--- config.mk ---
export PLATFORM = sky130hd
export DESIGN_NAME = axi_single_beat_master
export DESIGN_NICKNAME = d
export VERILOG_FILES = /design/src/rtl/axi_single_beat_master.sv
export SDC_FILE = /design/constraint.sdc
export NUM_CORES = 1
export LEC_CHECK = 0
export BUFFER_PORTS_ARGS = -buffer_cell sky130_fd_sc_hd__buf_2
export CAP_MARGIN = 20
export CORE_ASPECT_RATIO = 0.8
export CORE_MARGIN = 4
export CORE_UTILIZATION = 40
export CTS_CLUSTER_DIAMETER = 100
export DETAILED_ROUTE_END_ITERATION = 7
export PLACE_DENSITY = 0.8
export SYNTH_ARGS = -nofsm -noshare
export SYNTH_HDL_FRONTEND = slang
export SYNTH_SLANG_ARGS = --single-unit
--- constraint.sdc ---
create_clock -name clk -period 2 [get_ports clk]
set_input_delay 0.1 -clock clk [delete_from_list [all_inputs] [get_ports clk]]
set_output_delay 0.1 -clock clk [all_outputs]
set_load 0.02 [all_outputs]
--- src/rtl/axi_single_beat_master.sv ---
// Single-beat AXI4 master bridging a read/write/done requester port; one transaction in flight.
// Define AXI_CTRL_ERR_EN to add the err output flagging SLVERR/DECERR responses.
module axi_single_beat_master #(
    parameter int unsigned     ID_W      = 4,
    parameter logic [ID_W-1:0] MASTER_ID = '0
) (
    input  logic            clk,
    input  logic            nrst,
    input  logic            read,
    input  logic            write,
    input  logic [31:0]     addr,
    input  logic [31:0]     store,
    input  logic            done,
    output logic            ready,
    output logic [31:0]     load,
`ifdef AXI_CTRL_ERR_EN
    output logic            err,
`endif
    output logic [ID_W-1:0] awid,
    output logic [31:0]     awaddr,
    output logic [7:0]      awlen,
    output logic [2:0]      awsize,
    output logic [1:0]      awburst,
    output logic            awvalid,
    input  logic            awready,
    output logic [31:0]     wdata,
    output logic [3:0]      wstrb,
    output logic            wlast,
    output logic            wvalid,
    input  logic            wready,
    input  logic [ID_W-1:0] bid,
    input  logic [1:0]      bresp,
    input  logic            bvalid,
    output logic            bready,
    output logic [ID_W-1:0] arid,
    output logic [31:0]     araddr,
    output logic [7:0]      arlen,
    output logic [2:0]      arsize,
    output logic [1:0]      arburst,
    output logic            arvalid,
    input  logic            arready,
    input  logic [ID_W-1:0] rid,
    input  logic [31:0]     rdata,
    input  logic [1:0]      rresp,
    input  logic            rlast,
    input  logic            rvalid,
    output logic            rready
);

    localparam logic [2:0] IDLE  = 3'd0;
    localparam logic [2:0] RADDR = 3'd1;
    localparam logic [2:0] RDATA = 3'd2;
    localparam logic [2:0] WADDR = 3'd3;
    localparam logic [2:0] WRESP = 3'd4;
    localparam logic [2:0] DONE  = 3'd5;

    logic [2:0]  state;
    logic [31:0] addr_q;
    logic [31:0] store_q;
    logic [31:0] load_q;
    logic        aw_done;
    logic        w_done;
    logic        w_both;

    // The write phase ends once each channel has handshaken, in any order or together.
    assign w_both = (aw_done || awready) && (w_done || wready);

`ifdef AXI_CTRL_ERR_EN
    logic [1:0] resp_q;
    logic       unused_in;
    assign unused_in = ^{bid, rid, rlast};
`else
    logic       unused_in;
    assign unused_in = ^{bid, rid, rlast, bresp, rresp};
`endif

    always_ff @(posedge clk or negedge nrst) begin
        if (!nrst) begin
            state   <= IDLE;
            addr_q  <= '0;
            store_q <= '0;
            load_q  <= '0;
            aw_done <= 1'b0;
            w_done  <= 1'b0;
`ifdef AXI_CTRL_ERR_EN
            resp_q  <= '0;
`endif
        end else begin
            case (state)
                IDLE: begin
                    if (read) begin
                        addr_q <= addr;
                        state  <= RADDR;
                    end else if (write) begin
                        addr_q  <= addr;
                        store_q <= store;
                        aw_done <= 1'b0;
                        w_done  <= 1'b0;
                        state   <= WADDR;
                    end
                end
                RADDR: begin
                    if (arready) state <= RDATA;
                end
                RDATA: begin
                    if (rvalid) begin
                        load_q <= rdata;
`ifdef AXI_CTRL_ERR_EN
                        resp_q <= rresp;
`endif
                        state  <= DONE;
                    end
                end
                WADDR: begin
                    if (awready) aw_done <= 1'b1;
                    if (wready)  w_done  <= 1'b1;
                    if (w_both)  state   <= WRESP;
                end
                WRESP: begin
                    if (bvalid) begin
`ifdef AXI_CTRL_ERR_EN
                        resp_q <= bresp;
`endif
                        state <= DONE;
                    end
                end
                DONE: begin
                    if (done) state <= IDLE;
                end
                default: state <= IDLE;
            endcase
        end
    end

    assign ready   = (state == DONE);
    assign load    = load_q;
`ifdef AXI_CTRL_ERR_EN
    // SLVERR and DECERR both have bit 1 set.
    assign err     = (state == DONE) && resp_q[1];
`endif

    assign awid    = MASTER_ID;
    assign awaddr  = addr_q;
    assign awlen   = 8'd0;
    assign awsize  = 3'b010;
    assign awburst = 2'b01;
    assign awvalid = (state == WADDR) && !aw_done;
    assign wdata   = store_q;
    assign wstrb   = 4'hF;
    assign wvalid  = (state == WADDR) && !w_done;
    assign wlast   = wvalid;
    assign bready  = (state == WRESP);

    assign arid    = MASTER_ID;
    assign araddr  = addr_q;
    assign arlen   = 8'd0;
    assign arsize  = 3'b010;
    assign arburst = 2'b01;
    assign arvalid = (state == RADDR);
    assign rready  = (state == RDATA);

endmodule

==> impl_metrics.toml <==
[synth]
postSynthCellCount = 319
post_synth_num_cell_types = 30
synth.cell_area_sq_um = 4530
synthFlopType = "sky130_fd_sc_hd__dfrtp_1"
post_synth_most_frequent_cells = "101 x sky130_fd_sc_hd__dfrtp_1, 94 x sky130_fd_sc_hd__mux2_2, 72 x sky130_fd_sc_hd__buf_4"
yosys-top-cells-area = "sky130_fd_sc_hd__dfrtp_1 56%, sky130_fd_sc_hd__mux2_2 23%, sky130_fd_sc_hd__buf_4 12%"
postSynthAreaPerCell_sq_um = 14.2
ys_ff_latch = 101
synth-seq-area-share = 0.558
synth-edff-count = 0
post-synth-top-area-fraction = 0.558
asr_flop_ratio_synth = 1.00
library_cell_occupying_the_most_area_in_the_post_synthesis_netlist = "sky130_fd_sc_hd__dfrtp_1"
synthMostInstantiatedCell = "sky130_fd_sc_hd__dfrtp_1"
yosys_warning_total = 0

[sta]
fin_hold_ws_ns = 0.0137
number_of_hold_violations_in_the_final_report = 0
period_minus_slack_ns = 1.70
tns_ns = 0
fin_crit_sh = 0.849
upper_clock_frequency_limit_ghz = 0.589
finalMaxSlewViolations = 0
final_setup_vio_count = 0
setup_repair_after_global_routing_missed_its_margin = "false"
fin_skew_ns = 0.00479
worst-slew-pin-transition_ns = 0.546
timing.max_slew.rel_slack = 0.636

[clocking]
cts.root.buffer_cell = "sky130_fd_sc_hd__clkbuf_16"
cts-resized-gates = 0
clk_pin_slew_ns = 0.07
post_cts_buffers = 0
max-clock-path-buffers = 2
numCtsBuffers = 9
clock_insertion_delay_worst_skew_ns = 0.33
hold_buffers = 94
maximum_level_of_the_cts_h_tree = 3
cts_tree = "built"
cts_num_sinks = 101

[worst_setup_path]
critPathRequiredTime_ns = 2.21
worstPathMaxFanout = 32
arrival_time_reported_for_the_critical_path_endpoint_ns = 1.91
worst-setup-path-type = "reg -> reg"
cp-start-kind = "flip-flop"
end_kind = "flip-flop"

[routing]
avgViaCountPerCell = 4.42
vias = 3415
antenna_violating_nets_post_route = 0
initialDrtViolationCount = 90
detail_route.drc_violations = 0
drtPass1Iterations = 4
wl_um = 11700
wl_per_cell_um = 15.2

[power]
power_density_nw_per_um2 = 1590
static-leakage-power_uw = 0.00338
irDropWorstVdd_mv = 0.956

[die]
placeableCoreArea_sq_um = 11000
std_cell_rows = 34
dieHeight_um = 103
die_width_um = 127
design.die.area_sq_um = 13100
initial_core_util = 0.413
ios = 292

[global_route]
initial_antenna_violation_count = 0
pin_count_of_the_biggest_net_entering_global_routing = 51
groute.usage.overall = 0.175
remaining_overflow_grt = 0
first_global_vias = 3729
global_route_wire_length_before_repair_um = 18200

[flow_run]
max-cap-violations = 0

[placement]
port-buffer-count = 240
post-dp-hpwl_um = 7960
placed_area_sq_um = 5510
gp_congestion = 0.743

[layout]
post_synthesis_to_final_layout_area_growth_pct = 49.0
layout.cell_area.non_filler_sq_um = 6750
layout-drive-gt1-share = 0.576
antenna_cells = 0
finish.net_count = 742

[min_path]
hp-class = "in -> reg"

[outcome]
run_status = "completed"
## cell usage in the layout, fill, tap and decap left out, types with 4 or more instances in the layout
| cell type | synthesis | layout |
|---|---|---|
| sky130_fd_sc_hd__buf_12 | 0 | 4 |
| sky130_fd_sc_hd__clkbuf_16 | 0 | 9 |
| sky130_fd_sc_hd__nor2_1 | 5 | 5 |
| sky130_fd_sc_hd__conb_1 | 2 | 38 |
| sky130_fd_sc_hd__dfrtp_1 | 101 | 101 |
| sky130_fd_sc_hd__buf_4 | 72 | 4 |
| sky130_fd_sc_hd__buf_2 | 4 | 239 |
| sky130_fd_sc_hd__mux2_1 | 4 | 4 |
| sky130_fd_sc_hd__mux2_2 | 94 | 94 |
| sky130_fd_sc_hd__dlygate4sd3_1 | 0 | 95 |
## critical path, stage by stage, from the launching register on
cell,delay [ns]
sky130_fd_sc_hd__dfrtp_1,0.52
sky130_fd_sc_hd__nand2b_4,0.23
sky130_fd_sc_hd__nor3b_4,0.23
sky130_fd_sc_hd__buf_12,0.23
sky130_fd_sc_hd__mux2_2,0.36
## cell families after synthesis
family / Yosys count / synth area share
flip-flops: 101 / 0.558
multiplexers: 99 / 0.246
other: 2 / 0.00166
AO/OA/AOI/OAI: 10 / 0.0174
AND/OR/NAND/NOR: 21 / 0.0337
buffers and inverters: 86 / 0.144
## registers in the layout, indices dropped and copies added (netlist names)
register and cells:
aw_done 1, load 32, w_done 1, wdata 32, state 3, araddr 32
## path summary, 6_finish.rpt
| kind | start | cells past startpoint | to | slack [ns] |
|---|---|---|---|---|
| min | rdata[22] | 2 | load[22] | 0.01 |
| max reg2reg | state[2] | 4 | load[22] | 0.30 |
| max in group asynchronous | nrst | 3 | araddr[4] | 1.06 |
| max | state[2] | 4 | load[22] | 0.30 |
| min in group asynchronous | nrst | 2 | load[1] | 0.29 |
| min reg2reg | load[2] | 1 | load[2] | 0.49 |
## power breakdown
part / switching [uW] / total (uW) / internal [uW]
registers: 615 / 3700 / 3090
logic: 3130 / 5400 / 2260
clock network: 720 / 1630 / 911
## cell type report
type	count	area [sq um]
clock buffer	11	253
clock inverter	5	33.8
fill	825	4230
inverter	1	3.75
multi-input combinational	168	1500
sequential	101	2530
tap	144	180
timing repair buffer	342	2260
## metal layers
layer	track usage	wire (um)	vias to the layer above
met2	0.328	6360	157
li1	-	-	1592
met1	0.186	4160	1647
met4	0.0602	226	0
met5	0	0	-
met3	0.0590	974	19
## per-stage QoR
step           power, uW  setup WS, ns  utilization  std cells
5_1_grt            11400         0.215        0.615        772
4_1_cts            10800         0.309        0.614        771
3_3_place_gp        8840         0.368        0.502        661
6_report           10700         0.301        0.615        772
3_5_place_dp        9010         0.320        0.502        661
2_1_floorplan       7620         0.390            -        355
Power figures use the tool's default switching activity.
